### src/rtl/sys_regfile.sv
// -----------------------------------------------------------------------------
// sys_regfile
//
// Register file sitting directly behind the system controller. It holds the ALU
// operands and the system configuration. The controller issues single-port
// write/read requests; reads return registered data one cycle later together
// with a one-cycle valid strobe. Entries 0..3 are also exported continuously:
//   entry 0 -> reg0        (ALU operand A)
//   entry 1 -> reg1        (ALU operand B)
//   entry 2 -> uart_config (bit0 parity_en, bit1 parity_type, [7:2] prescale)
//   entry 3 -> div_ratio   (clock divider ratio)
//
// Ports:
//   clk           in   system clock, rising edge
//   reset         in   synchronous, active-high reset
//   address       in   entry index for the write or read
//   wr_en         in   write request (single-cycle or held)
//   rd_en         in   read request (single-cycle or held)
//   wrdata        in   write data
//   rddata        out  registered read data (holds last value when idle)
//   rddata_valid  out  high for one cycle per accepted read, aligned with rddata
//   reg0, reg1, uart_config, div_ratio  out  views of entries 0..3
//
// Handshake: there is no back-pressure. A request is accepted on every rising
// edge where it is asserted; a held request is accepted again every cycle.
// rddata_valid is asserted in the cycle after each accepted read.
//
// Configuration macro REGFILE_RDW_EN:
//   undefined (default) - simultaneous wr_en and rd_en: write wins, read dropped.
//   defined             - both happen; the read is write-through, so rddata
//                         returns wrdata (there is only one address bus).
// -----------------------------------------------------------------------------
module sys_regfile #(
  parameter int                    data_width    = 8,
  parameter int                    address_width = 3,
  parameter logic [data_width-1:0] reg2_rst      = 8'b1000_0001,
  parameter logic [data_width-1:0] reg3_rst      = 8'd32
) (
  input  logic                     clk,
  input  logic                     reset,
  input  logic [address_width-1:0] address,
  input  logic                     wr_en,
  input  logic                     rd_en,
  input  logic [data_width-1:0]    wrdata,
  output logic [data_width-1:0]    rddata,
  output logic                     rddata_valid,
  output logic [data_width-1:0]    reg0,
  output logic [data_width-1:0]    reg1,
  output logic [data_width-1:0]    uart_config,
  output logic [data_width-1:0]    div_ratio
);

  localparam int depth = 1 << address_width;

  // The read-output register behaves as a two-state machine; its state is
  // exported directly as rddata_valid.
  typedef enum logic {
    RD_IDLE  = 1'b0,
    RD_VALID = 1'b1
  } rd_state_t;

  logic [data_width-1:0] mem [depth];
  rd_state_t             rd_state;
  rd_state_t             rd_state_next;
  logic [data_width-1:0] rddata_next;
  logic                  rd_accept;

  // Entry storage
  always_ff @(posedge clk) begin
    if (reset) begin
      for (int i = 0; i < depth; i++) begin
        mem[i] <= '0;
      end
      mem[2] <= reg2_rst;
      mem[3] <= reg3_rst;
    end else if (wr_en) begin
      mem[address] <= wrdata;
    end
  end

  // Read acceptance and next read-register contents
  always_comb begin
    rd_accept     = 1'b0;
    rddata_next   = rddata;
    rd_state_next = RD_IDLE;
`ifdef REGFILE_RDW_EN
    rd_accept = rd_en;
    if (rd_accept) begin
      // Same address bus for both ports, so a concurrent write always hits
      // the entry being read: forward the new data.
      rddata_next = wr_en ? wrdata : mem[address];
    end
`else
    rd_accept = rd_en && !wr_en;
    if (rd_accept) begin
      rddata_next = mem[address];
    end
`endif
    if (rd_accept) begin
      rd_state_next = RD_VALID;
    end
  end

  // Read-output register
  always_ff @(posedge clk) begin
    if (reset) begin
      rd_state <= RD_IDLE;
      rddata   <= '0;
    end else begin
      rd_state <= rd_state_next;
      rddata   <= rddata_next;
    end
  end

  assign rddata_valid = (rd_state == RD_VALID);

  assign reg0        = mem[0];
  assign reg1        = mem[1];
  assign uart_config = mem[2];
  assign div_ratio   = mem[3];

endmodule

### config.mk
export PLATFORM = sky130hd
export DESIGN_NAME = sys_regfile
export DESIGN_NICKNAME = d
export VERILOG_FILES = /design/src/rtl/sys_regfile.sv
export SDC_FILE = /design/constraint.sdc
export NUM_CORES = 1
export LEC_CHECK = 0
export BUFFER_PORTS_ARGS = -buffer_cell sky130_fd_sc_hd__buf_4
export CORE_AREA = 4 4 80 82
export CTS_CLUSTER_DIAMETER = 40
export DETAILED_ROUTE_END_ITERATION = 8
export DIE_AREA = 0 0 84 86
export GPL_TIMING_DRIVEN = 0
export PLACE_DENSITY = 0.92
export RECOVER_POWER = 50
export REMOVE_ABC_BUFFERS = 1
export SLEW_MARGIN = 20
export SYNTH_ARGS = -nofsm -noshare
export SYNTH_HDL_FRONTEND = slang
export SYNTH_SLANG_ARGS = --single-unit
### constraint.sdc
create_clock -name clk -period 3.4 [get_ports clk]
set_clock_uncertainty 0.05 [all_clocks]
set_input_delay 1.02 -clock clk [delete_from_list [all_inputs] [get_ports clk]]
set_output_delay 1.02 -clock clk [all_outputs]
set_load 0.05 [all_outputs]
# Word level (Yosys, flattened, before mapping)
# Memory sizes are Yosys's and may differ from the RTL's. A register that Yosys moved wholly into a read port is not among the register bits.
# Index checks and enable logic that the tools add are counted.
[op_classes]
reduce_logical = 3
bitwise = 2
muxes = 11
[ops]
columns = ["op", "n"]
rows = [
  ["$mux W8", 3],
  ["$reduce_or A8 Y1", 1],
  ["$mux W1", 7],
  ["$mux W3", 1],
  ["$or A1 B1 Y1", 2],
  ["$logic_and A1 B1 Y1", 1],
  ["$logic_not A1 Y1", 1],
]
[totals]
ram_bits = 64
out_inout_bits = 41
register_bits = 1
mem_count = 1
inputBits = 15
[mem_list]
columns = ["memory", "words", "word_bits", "rd", "rd_ports_with_merged_regs", "write_ports", "line_no", "rtl"]
rows = [
  ["mem", 8, 8, 5, 1, 8, "62", "logic [data_width-1:0] mem [depth];"],
]

# Longest topological paths before layout
[logic_depth]
word_depth = 5
ltp_mapped = 5

# Worst setup path before layout
# No wires, ideal clock.
[synth_timing]
path_type = "input to register"
start = "input port address[0]"
end = "memory mem[4][0], enable pin"
path_stages = 4
path_buffers = 2
setup_time_ns = 0.310
slack_ns = 1.082
arrival_ns = 1.958
cell_sequence = "buf_6 buf_6 nor3_1 or2_2"
[synth_lines]
columns = ["element", "line_no", "rtl"]
rows = [
  ["start: declaration", "41", "input logic [address_width-1:0] address,"],
  ["end: declaration", "62", ""],
]

==> impl_results.md <==
* Outcome: finished clean
* Antenna-violating nets left at 0
* Leakage at 1.35 nW
* Die width at ~84 um
* GRT overflow at 0
* Crit Path Category: in -> reg
* Maximum vdd ir drop at ~0.36 mV
* Worst slew margin at between 40% and 50%
* WHS at 0.466 ns
* PostCTS Resize Cnt at 0
* Setup slack, reg-to-reg at 2.16 ns
* Crit path DAT at roughly 2.7 ns
* CP peak stage delay at approximately 0.60 ns
* IO Count at 56
* Clk buf depth at 2
* PwrDens at between 500 and 600 mW/mm2
* Sequential area share after synthesis at about 63%
* Die span in y at 86 um
* DRT Pass-1 Iters at 5
* Synth Warn # at 0
* Met2 wire length at 4010 um
* WL met1 at 2870 um
* CTS clk-pin slew, worst paths at around 0.07 ns
* Final slew viol count at 0
* Fin area at about 0.0038 mm2
* Max Cap Viol at 0
* Core area at around 0.0057 mm2
* Share of cells above drive strength 1 at between 10% and 20%
* Vias at 2173
* Die area at 0.00722 mm2
* CTS tree: yes
* Drt first-iter violations at 207
* Dpl hpwl at around 5300 um
* Commonest non-fill, non-tap cell in the layout: edfxtp_1
* Tcrit/Tclk final at 78.7%
* Clk sink count at 73
* DR WL/cell at between 15 and 20 um
* Netlist cell types at 28
* Critical Path RT at approximately 3.4 ns
* Hold Buf Count CTS at 0
* Setup_tns at 0 ns
* Place WS at between 0.5 and 0.6 ns
* Worst-margin pin slew at 0.798 ns
* Synth Instances at approximately 250
* Critical Path Source Type: input port
* Initial core utilization at between 50 and 60%
* Worst Path Buf+Inv at 1
* Final setup vio count at 0
* RSZ-0062 raised after global routing: false
* Placed Area at 0.00378 mm2
* Pwr Total at 1.89 mW
* Final hold vios at 0
* CTS Buf Count at 9
* Antenna violations before repair at 1
* DR WL met3 at between 500 and 600 um
* Min cycle time layout at ~2.7 ns
* CTS H-tree lvls at 3
* Clock Latency Late Sink at roughly 0.33 ns
* DR vias/cell at 5.69
* Synthesized area per cell at roughly 14 um2
* Slowest CP cell: nor3_1
* DRC Markers at 0
* First-pass GRT wire length at between 10000 and 15000 um
* Flops & latches, synth at 73
* Gp weighted congestion at approximately 0.81
* Hold/Removal Path Class: reg -> reg
* Diodes inserted at 0
* Total Nets Final at 318
* Row cnt at 28
* Crit. End Element: flop
* CP Cell Sequence: clkbuf_1 -> or3b_1 -> nor3_1 -> or2_2
* Largest net degree at the start of global routing at 38
* Fmax at 374 MHz
* Largest delay contributor family on the critical path: simple AND/OR/NAND/NOR gates
* Port bufs at 55
* Highest Signal Layer: met5
* Post-CTS Setup Inserts at 0
* Post-Route WL at roughly 7600 um
* CTS root buf: clkbuf_8
* Netlist Area Pre-Place at ~0.0034 mm2
* Vias in the first global route at ~2100
* Most frequent cells in the layout: edfxtp_1, clkbuf_1, and2_1, and2_0, mux2i_1
* Crit Path Max Fanout at 9
* Total Routing Usage GR at between 20% and 30%
* Final Worst Setup Slack at 0.725 ns
* Synth-to-layout area growth at 12.0%
-- worst min-delay path: stages (launching register included) --
cell      delay (ns)
dfxtp_1         0.31
o21bai_1        0.13
a31oi_1         0.04
-- final cells by class --
| class | count | area [um2] |
|---|---|---|
| clock buffers | 11 | 131 |
| fillers | 434 | 1990 |
| multi-input cells | 164 | 1150 |
| repair buffers | 55 | 255 |
| clock inverters | 4 | 22.5 |
| flip-flops and latches | 73 | 2100 |
| well taps | 75 | 93.8 |
-- flip-flops by register name (all words and copies together), names as in the netlist --
register      cells
mem              64
rddata            8
rddata_valid      1
-- per-layer routing --
metal,GRT usage [%],vias to the layer above
met5,0,-
met4,8.04,2
met3,4.51,14
met2,39.2,104
met1,26.0,1047
li1,-,1006
-- Yosys cell counts (all sizes together) --
cell | instances | area, um2
and2 | 61 | 382
nand2 | 9 | 33.8
or2 | 10 | 62.6
clkbuf | 5 | 18.8
mux2 | 16 | 180
nor3 | 2 | 21.3
nor2b | 3 | 18.8
a2bb2oi | 1 | 8.76
nor2 | 7 | 43.8
o21bai | 8 | 60.1
a21oi | 8 | 40.0
buf | 6 | 53.8
o22a | 7 | 61.3
nand3b | 1 | 7.51
or3b | 1 | 8.76
edfxtp | 64 | 1920
or3 | 3 | 18.8
dfxtp | 9 | 180
nand2b | 3 | 18.8
a31oi | 8 | 50.1
mux2i | 16 | 160
-- through the flow --
| step | instances | util [%] |
|---|---|---|
| after floorplan | 237 | - |
| after global placement | 367 | 65.9 |
| after detailed placement | 367 | 65.9 |
| after CTS | 382 | 68.6 |
| after global routing | 382 | 65.3 |
| final | 382 | 65.3 |
-- worst paths after layout --
| kind | from | to | cells past startpoint |
|---|---|---|---|
| setup / recovery | wr_en | mem[0][1]$_SDFFCE_PN0P_ | 4 |
| hold / removal | rddata[6]$_SDFFE_PP0P_ | rddata[6]$_SDFFE_PP0P_ | 2 |
| setup reg to reg | mem[3][6]$_SDFFCE_PN0P_ | rddata[6]$_SDFFE_PP0P_ | 3 |
| hold reg to reg | rddata[6]$_SDFFE_PP0P_ | rddata[6]$_SDFFE_PP0P_ | 2 |
-- logic make-up (layout without fill, tap and decap cells) --
| logic type | count (synthesis) | count (layout) | synth area share, % |
|---|---|---|---|
| AO/OA/AOI/OAI | 32 | 32 | 6.57 |
| AND/OR/NAND/NOR | 100 | 100 | 18.4 |
| flip-flops | 73 | 73 | 62.7 |
| multiplexers | 32 | 32 | 10.2 |
| buffers and inverters | 11 | 70 | 2.17 |
-- power breakdown --
group / internal [mW] / switching (mW)
Sequential: 1.03 / 0.0245
Clock: 0.257 / 0.297
Combinational: 0.0717 / 0.212
Power figures use the tool's default switching activity.
